===== config.mk =====
export PLATFORM = sky130hd
export DESIGN_NAME = cp0_exception_unit
export DESIGN_NICKNAME = d
export VERILOG_FILES = /design/src/rtl/cp0_exception_unit_pkg.sv /design/src/rtl/cp0_exception_unit_timer.sv /design/src/rtl/cp0_exception_unit.sv
export SDC_FILE = /design/constraint.sdc
export NUM_CORES = 1
export LEC_CHECK = 0
export CAP_MARGIN = 0
export CELL_PAD_IN_SITES_DETAIL_PLACEMENT = 1
export CELL_PAD_IN_SITES_GLOBAL_PLACEMENT = 1
export CORE_MARGIN = 2
export CORE_UTILIZATION = 32
export CTS_CLUSTER_SIZE = 10
export DETAILED_ROUTE_END_ITERATION = 8
export PLACE_DENSITY_LB_ADDON = 0.1
export SLEW_MARGIN = 25
export SYNTH_ARGS = -nofsm -noshare
export SYNTH_HDL_FRONTEND = slang
export SYNTH_SLANG_ARGS = --single-unit

===== constraint.sdc =====
create_clock -name clk -period 8.7 [get_ports clk]
set_input_delay 2.175 -clock clk [delete_from_list [all_inputs] [get_ports clk]]
set_output_delay 2.175 -clock clk [all_outputs]
set_load 0.01 [all_outputs]

===== src/rtl/cp0_exception_unit_pkg.sv =====
// Shared CP0 definitions: register numbers, excepttype codes, field positions and
// the helpers that classify an incoming excepttype code.
package cp0_defs;

   localparam logic [4:0] REG_BADVADDR = 5'd8;
   localparam logic [4:0] REG_COUNT    = 5'd9;
   localparam logic [4:0] REG_COMPARE  = 5'd11;
   localparam logic [4:0] REG_STATUS   = 5'd12;
   localparam logic [4:0] REG_CAUSE    = 5'd13;
   localparam logic [4:0] REG_EPC      = 5'd14;

   localparam logic [31:0] EXCTYPE_NONE = 32'h0000_0000;
   localparam logic [31:0] EXCTYPE_INT  = 32'h0000_0001;
   localparam logic [31:0] EXCTYPE_ADEL = 32'h0000_0004;
   localparam logic [31:0] EXCTYPE_ADES = 32'h0000_0005;
   localparam logic [31:0] EXCTYPE_SYS  = 32'h0000_0008;
   localparam logic [31:0] EXCTYPE_BP   = 32'h0000_0009;
   localparam logic [31:0] EXCTYPE_RI   = 32'h0000_000A;
   localparam logic [31:0] EXCTYPE_OV   = 32'h0000_000C;
   localparam logic [31:0] EXCTYPE_ERET = 32'h0000_000E;

   localparam logic [4:0] EXCCODE_INT = 5'h00;

   localparam int STATUS_IE  = 0;
   localparam int STATUS_EXL = 1;
   localparam int CAUSE_BD   = 31;

   localparam logic [31:0] STATUS_WMASK = 32'h0000_FF03;
   localparam logic [31:0] CAUSE_WMASK  = 32'h0000_0300;

   localparam logic [31:0] DEFAULT_EXC_VECTOR   = 32'hBFC0_0380;
   localparam logic [31:0] DEFAULT_STATUS_RESET = 32'h0040_0000;

   // Codes that commit EPC/Cause/Status; eret and unknown codes only flush.
   function automatic logic is_exception(input logic [31:0] code);
      case (code)
         EXCTYPE_INT, EXCTYPE_ADEL, EXCTYPE_ADES, EXCTYPE_SYS,
         EXCTYPE_BP, EXCTYPE_RI, EXCTYPE_OV: is_exception = 1'b1;
         default:                            is_exception = 1'b0;
      endcase
   endfunction

   function automatic logic [4:0] exc_code(input logic [31:0] code);
      exc_code = (code == EXCTYPE_INT) ? EXCCODE_INT : code[4:0];
   endfunction

endpackage


===== src/rtl/cp0_exception_unit_timer.sv =====
// Count/Compare timer: Count advances on every other clock, and the timer interrupt
// stays asserted until software rewrites Compare.
module cp0_timer (
   input  logic        clk,
   input  logic        rst,
   input  logic        count_we,
   input  logic        compare_we,
   input  logic [31:0] wdata,
   output logic [31:0] count,
   output logic [31:0] compare,
   output logic        timer_int
);

   logic tick;

   always_ff @(posedge clk) begin
      if (rst) tick <= 1'b0;
      else     tick <= ~tick;
   end

   // A software load of Count leaves the tick phase untouched.
   always_ff @(posedge clk) begin
      if (rst)           count <= 32'h0;
      else if (count_we) count <= wdata;
      else if (tick)     count <= count + 32'd1;
   end

   always_ff @(posedge clk) begin
      if (rst)             compare <= 32'h0;
      else if (compare_we) compare <= wdata;
   end

   // Compare==0 is treated as "timer disabled"; a Compare write beats a same-cycle match.
   always_ff @(posedge clk) begin
      if (rst)                                        timer_int <= 1'b0;
      else if (compare_we)                            timer_int <= 1'b0;
      else if (compare != 32'h0 && count == compare)  timer_int <= 1'b1;
   end

endmodule


===== src/rtl/cp0_exception_unit.sv =====
// CP0 register file and exception commit at the MEM/WB boundary: records EPC/Cause/
// Status/BadVAddr, flushes the pipeline and supplies the redirect PC.
module cp0_exception_unit
   import cp0_defs::*;
#(
   parameter logic [31:0] EXC_VECTOR   = DEFAULT_EXC_VECTOR,
   parameter logic [31:0] STATUS_RESET = DEFAULT_STATUS_RESET
) (
   input  logic        clk,
   input  logic        rst,
   input  logic        we_i,
   input  logic [4:0]  waddr_i,
   input  logic [31:0] data_i,
   input  logic [4:0]  raddr_i,
   output logic [31:0] data_o,
   input  logic [5:0]  int_i,
   input  logic [31:0] excepttype_i,
   input  logic [31:0] pc_i,
   input  logic        in_delayslot_i,
   input  logic [31:0] bad_addr_i,
   output logic [31:0] status_o,
   output logic [31:0] cause_o,
   output logic [31:0] epc_o,
   output logic [31:0] badvaddr_o,
   output logic [31:0] count_o,
   output logic [31:0] compare_o,
   output logic        timer_int_o,
   output logic        flush_o,
   output logic [31:0] new_pc_o
);

   logic exc_commit;
   logic is_eret;
   logic mtc0_ok;

   assign flush_o    = (excepttype_i != EXCTYPE_NONE);
   assign exc_commit = is_exception(excepttype_i);
   assign is_eret    = (excepttype_i == EXCTYPE_ERET);
   // An MTC0 that shares its cycle with any flush belongs to a killed instruction.
   assign mtc0_ok    = we_i && !flush_o;

   always_comb begin
      new_pc_o = EXC_VECTOR;
      if (is_eret) new_pc_o = (we_i && waddr_i == REG_EPC) ? data_i : epc_o;
   end

   cp0_timer u_timer (
      .clk        (clk),
      .rst        (rst),
      .count_we   (mtc0_ok && waddr_i == REG_COUNT),
      .compare_we (mtc0_ok && waddr_i == REG_COMPARE),
      .wdata      (data_i),
      .count      (count_o),
      .compare    (compare_o),
      .timer_int  (timer_int_o)
   );

   always_ff @(posedge clk) begin
      if (rst)                                  status_o <= STATUS_RESET;
      else if (exc_commit)                      status_o[STATUS_EXL] <= 1'b1;
      else if (is_eret)                         status_o[STATUS_EXL] <= 1'b0;
      else if (mtc0_ok && waddr_i == REG_STATUS)
         status_o <= (status_o & ~STATUS_WMASK) | (data_i & STATUS_WMASK);
   end

   // IP[15:10] mirror the interrupt lines every cycle, with the timer folded into IP[15].
   always_ff @(posedge clk) begin
      if (rst) begin
         cause_o <= 32'h0;
      end else begin
         cause_o[15:10] <= {int_i[5] | timer_int_o, int_i[4:0]};
         if (exc_commit) begin
            if (!status_o[STATUS_EXL]) cause_o[CAUSE_BD] <= in_delayslot_i;
            cause_o[6:2] <= exc_code(excepttype_i);
         end else if (mtc0_ok && waddr_i == REG_CAUSE) begin
            cause_o[9:8] <= data_i[9:8];
         end
      end
   end

   // Nested exceptions (EXL already set) keep the original return address.
   always_ff @(posedge clk) begin
      if (rst)                                   epc_o <= 32'h0;
      else if (exc_commit && !status_o[STATUS_EXL])
         epc_o <= in_delayslot_i ? pc_i - 32'd4 : pc_i;
      else if (mtc0_ok && waddr_i == REG_EPC)    epc_o <= data_i;
   end

   always_ff @(posedge clk) begin
      if (rst) badvaddr_o <= 32'h0;
      else if (excepttype_i == EXCTYPE_ADEL || excepttype_i == EXCTYPE_ADES)
         badvaddr_o <= bad_addr_i;
      else if (mtc0_ok && waddr_i == REG_BADVADDR) badvaddr_o <= data_i;
   end

   always_comb begin
      data_o = 32'h0;
      case (raddr_i)
         REG_BADVADDR: data_o = badvaddr_o;
         REG_COUNT:    data_o = count_o;
         REG_COMPARE:  data_o = compare_o;
         REG_STATUS:   data_o = status_o;
         REG_CAUSE:    data_o = cause_o;
         REG_EPC:      data_o = epc_o;
         default:      data_o = 32'h0;
      endcase
   end

endmodule

# == Yosys cells after proc, flatten, opt, wreduce, memory -nomap -nowiden ==
# Index checks and enable logic that the tools add are counted.
# totals
ff_bits,176
elab_cells,80
inputBits,148
out_inout_bits,258
# classes
n_mux,15
n_bitwise,6
reduce_logical,24
n_eq_ne,21
n_addsub,2
# ops
operator,n
two-way mux 32 bit,9
one-hot mux 32 bit (6 select lines),1
equality test 32 x 4 -> 1 bit (second input constant),5
equality test 32 x 3 -> 1 bit (second input constant),2
nonzero test 32 bit,2
equality test 5 x 4 -> 1 bit (second input constant),12
adder 32 x 1 -> 32 bit (second input constant),1
equality test 32 x 1 -> 1 bit (second input constant),1
equality test 32 bit,1
bitwise OR 32 x 16 -> 32 bit,1
subtractor 32 x 3 -> 32 bit (second input constant),1
logical AND 1 bit,10
OR reduction 7 bit,1
nonzero test 2 bit,3
two-way mux 5 bit,1
inverter 1 bit,4
AND reduction 2 bit,2
two-way mux 1 bit,3
AND reduction 3 bit,1
nonzero test 3 bit,1
logical NOT 1 bit,2
two-way mux 2 bit,1
OR reduction 2 bit,1
logical OR 1 bit,1
bitwise OR 1 bit,1

# == Longest topological paths before layout ==
# depth
word_depth,7
ltp_mapped,9
depth_no_buf,7

# == By module ==
# A second synthesis with hierarchy kept.
# hier_totals
hier_cells,1135
hier_area_um2,9176.3
# by_module_without_submodules
mod,n_inst,area_each_um2,cells_per_inst,seq_area_each_um2
cp0_exception_unit,1,5830.6,765,1761.7
cp0_timer,1,3345.7,370,1321.3

# == Least setup slack after synthesis ==
# OpenSTA, ideal clock, no wires.
# synth_path
path_type,input to output
from,input port excepttype_i[14]
to,output port new_pc_o[0]
t_arrival_ns,3.545
path_stages,5
required_ns,6.525
path_buffers,1
setup_slack_ns,2.980
path_cell_list,nor4_1 -> nand4_1 -> or3_1 -> clkbuf_1 -> a21oi_1
# synth_via
elab_chain_cells,2
# synth_rtl
item,line,text
from (decl),cp0_exception_unit.sv:17,"input logic [31:0] excepttype_i,"
equality test 32 x 4 -> 1 bit,cp0_exception_unit.sv:38,assign is_eret = (excepttype_i == EXCTYPE_ERET);
two-way mux 32 bit,cp0_exception_unit.sv:44,if (is_eret) new_pc_o = (we_i && waddr_i == REG_EPC) ? data_i : epc_o;
to (decl),cp0_exception_unit.sv:29,output logic [31:0] new_pc_o
# No other way between the ends.

# == Worst setup path in the final report ==
# layout_path
from,input port excepttype_i[5]
to,output port new_pc_o[1]
# The elaborated chain is that of the path after synthesis.

==> qor.csv <==
stage,metric,value,unit
worst_hold_path,hold_depth,1,
timing,timing.hold.ws,0.499,ns
logic_synthesis,yosys_register_bits,154,
global_routing,grt-ovfl-total,0,
global_routing,grt_pass1_vias,10500,
setup_path,r2r-end,epc_o[17]$_SDFFE_PP0P_,
timing,finalCritPeriodShare,0.841,
route,initialDrtViolationCount,752,
route,finalWirelength,47000,µm
timing,clock_skew,0.0138,ns
logic_synthesis,syn_inst,1181,
global_routing,grt_pass1_wl,68600,µm
pwr,comb_power_share,0.098,
worst_hold_path,holdCritStartpoint,cause_o[6]$_SDFFE_PP0P_,
setup_path,crit_type,primary input to output pin,
floorplanning,die_x,174,µm
layout,ff_latch_area,3080,µm²
layout,mostFrequentLayoutCell,clkdlybuf4s50_1,
logic_synthesis,synthArstFlopShare,0,
clock_network,cts-root-buf,clkbuf_16,
flow_run,cap_violations,0,
timing,final.min_clock_period,7.32,ns
setup_path,arrival,5.14,ns
clock_network,cts_buffers,17,
floorplanning,ioPinCount,406,
floorplanning,rows,62,
worst_hold_path,hold_end,cause_o[6]$_SDFFE_PP0P_,
clock_network,htreeDepth,4,
pwr,ir_drop,141,µV
layout,nFillCells,3364,
setup_path,cp.required,6.53,ns
layout,fin_nets,1634,
pwr,swShare,0.248,
floorplanning,dieArea,30400,µm²
timing,fmaxAchievable,0.137,GHz
logic_synthesis,synth-edff-count,0,
clock_network,clock_latency,0.44,ns
setup_path,rrSetupSlack,6.16,ns
layout,finalNonFillerCells,1884,
pwr,p_leak,4.41,nW
layout,syn_to_final_growth,47.5,%
floorplanning,fp.dieH,174,µm
layout,multi_input_area,5650,µm²
logic_synthesis,synth_ff_type,dfxtp_1,
timing,tightestPinTransition,1.06,ns
setup_path,crit_path_end_kind,output pin,
placed_design,placed_cells,1849,
logic_synthesis,synth_seq_area_share,0.333,
setup_path,crit_slowest_cell,or3_1,
clock_network,cts_hold_buf,0,
clock_network,post_cts_resized,0,
setup_path,cp-start-kind,primary input,
setup_path,startpoint,excepttype_i[5],
placed_design,port_buffers,365,
timing,fin_setup_tns,0,ns
logic_synthesis,post_synth.cell_area_avg,7.85,µm²
floorplanning,start_util,0.324,
timing,setup_viol,0,
pwr,p_clk_frac,0.481,
setup_path,worstPathCellList,clkdlybuf4s50_1 -> nor4_1 -> nand4_1 -> or3_1 -> a21oi_1 -> clkdlybuf4s50_1,
layout,final_util,0.478,
timing,relSlewSlack,0.287,
route,final_antenna_net_count,0,
setup_path,reg2reg_from,status_o[1]$_SDFFE_PP0P_,
run_status,status,completed,
timing,final_hold_viol_count,0,
route,wire_per_inst,25.0,µm
setup_path,ff2ff_path_depth,5,
route,firstDrtPassIters,7,
logic_synthesis,synth_area,9270,µm²
clock_network,cts_setup_buffers,0,
route,vias_per_cell,5.64,
route,remaining_drc_errors,0,
route,via_count,10600,
logic_synthesis,yosysUniqueCellTypes,59,
setup_path,slowest_delay,0.85,ns
placed_design,dp_hpwl,35800,µm
pwr,p_seq_frac,0.421,
worst_hold_path,hold_class,register to register,
clock_network,cts_sinks,154,
global_routing,grt_max_degree,79,
pwr,p_int,1.27,mW
timing,grt_setup_unrepaired,no,
pwr,p_per_area,124,nW/µm²
timing,slew_viol_final,0,
global_routing,antenna_found_initial,5,
setup_path,crit_fanout,21,
clock_network,path_clk_slew,0.07,ns
clock_network,clock_path_buffers,2,
floorplanning,core_area,28600,µm²
layout,drive_gt1_frac,0.0508,
pwr,p_sw,0.420,mW
global_routing,grtUsageTotal,0.300,
logic_synthesis,synth_warnings,0,
clock_network,cts_tree,done,
layout,layout_common_cells,"clkdlybuf4s50_1, nand2_1, dfxtp_1",
setup_path,path_common_cell,clkdlybuf4s50_1,
placed_design,gp_congestion,0.932,
==> cells by family (layout without fill, tap and decap cells) <==
logic type | Yosys count | after routing | synth area share
compound gates | 257 | 257 | 0.198
mux | 54 | 54 | 0.0588
xor+xnor | 82 | 82 | 0.0775
fa+ha+maj | 2 | 2 | 0.00270
buf+inv | 146 | 423 | 0.0768
flops | 154 | 154 | 0.333
other cells | 2 | 44 | 0.000810
simple gates | 484 | 484 | 0.253
==> layout make-up <==
type	count	area share
inverters	7	0.00192
clock buffers	19	0.0316
repair buffers	385	0.278
flip-flops and latches	154	0.225
diodes	4	0.000732
well taps	384	0.0351
clock inverters	12	0.0141
multi-input cells	919	0.413
==> worst max-delay path by stage <==
stage | to
after global routing | new_pc_o[1]
after detailed placement | new_pc_o[21]
after floorplan | new_pc_o[0]
after global placement | new_pc_o[30]
final | new_pc_o[1]
after CTS | new_pc_o[21]
==> Yosys cell counts (3+ instances only) <==
master | n | area share
a211oi_1 | 40 | 0.032
a21oi_1 | 64 | 0.035
a222oi_1 | 6 | 0.0065
a22o_1 | 4 | 0.0038
a22oi_1 | 69 | 0.056
a311oi_1 | 12 | 0.011
a31oi_1 | 6 | 0.0040
and3_1 | 13 | 0.0088
and4_1 | 6 | 0.0057
buf_2 | 6 | 0.0032
buf_4 | 41 | 0.033
clkbuf_1 | 89 | 0.036
dfxtp_1 | 154 | 0.33
inv_1 | 7 | 0.0028
mux2_2 | 4 | 0.0049
mux2i_1 | 50 | 0.054
nand2_1 | 191 | 0.077
nand2b_1 | 4 | 0.0027
nand3_1 | 43 | 0.023
nand4_1 | 27 | 0.018
nand4b_1 | 4 | 0.0038
nor2_1 | 83 | 0.034
nor2b_1 | 7 | 0.0047
nor3_1 | 27 | 0.015
nor3b_1 | 6 | 0.0049
nor4_1 | 32 | 0.022
o21ai_0 | 6 | 0.0032
o2bb2ai_1 | 30 | 0.028
o31a_1 | 3 | 0.0028
or2_2 | 7 | 0.0047
or3_1 | 7 | 0.0047
or4_1 | 13 | 0.011
xnor2_1 | 61 | 0.058
xor2_1 | 21 | 0.020
==> flip-flops by register name (all words and copies together), names as in the netlist <==
register,count
u_timer.tick,1
u_timer.compare,32
u_timer.timer_int,1
status_o,10
u_timer.count,32
badvaddr_o,32
cause_o,14
epc_o,32
==> power by group through the flow <==
stage	sequential, mW	combinational, mW	clock [mW]
2_1_floorplan	0.727	0.0601	0
3_3_place_gp	0.727	0.162	0
3_5_place_dp	0.727	0.163	0
4_1_cts	0.711	0.164	0.820
5_1_grt	0.711	0.174	0.848
6_report	0.711	0.166	0.814
==> worst max-delay path, delay by kind of cell <==
kind                   cells  cell delay (ns)
AO/OA/AOI/OAI              1             0.32
buffers and inverters      2             0.99
AND/OR/NAND/NOR            3             1.66
==> routing by layer <==
metal	GRT usage	vias to the layer above	wire (µm)
met5	0	-	13
met4	0.0893	2	1050
met3	0.0569	56	3410
met2	0.503	464	22400
met1	0.389	5294	20100
li1	-	4819	-
==> stage by stage <==
stage          worst slack, ns  area [µm²]  total power, mW
3_5_place_dp              1.35       13000            0.890
2_1_floorplan             2.98        9410            0.787
5_1_grt                   1.29       13700             1.73
3_3_place_gp              1.48       13000            0.889
6_report                  1.38       13700             1.69
4_1_cts                   1.35       13700             1.69
No activity file was read; power rests on OpenSTA's default activity.
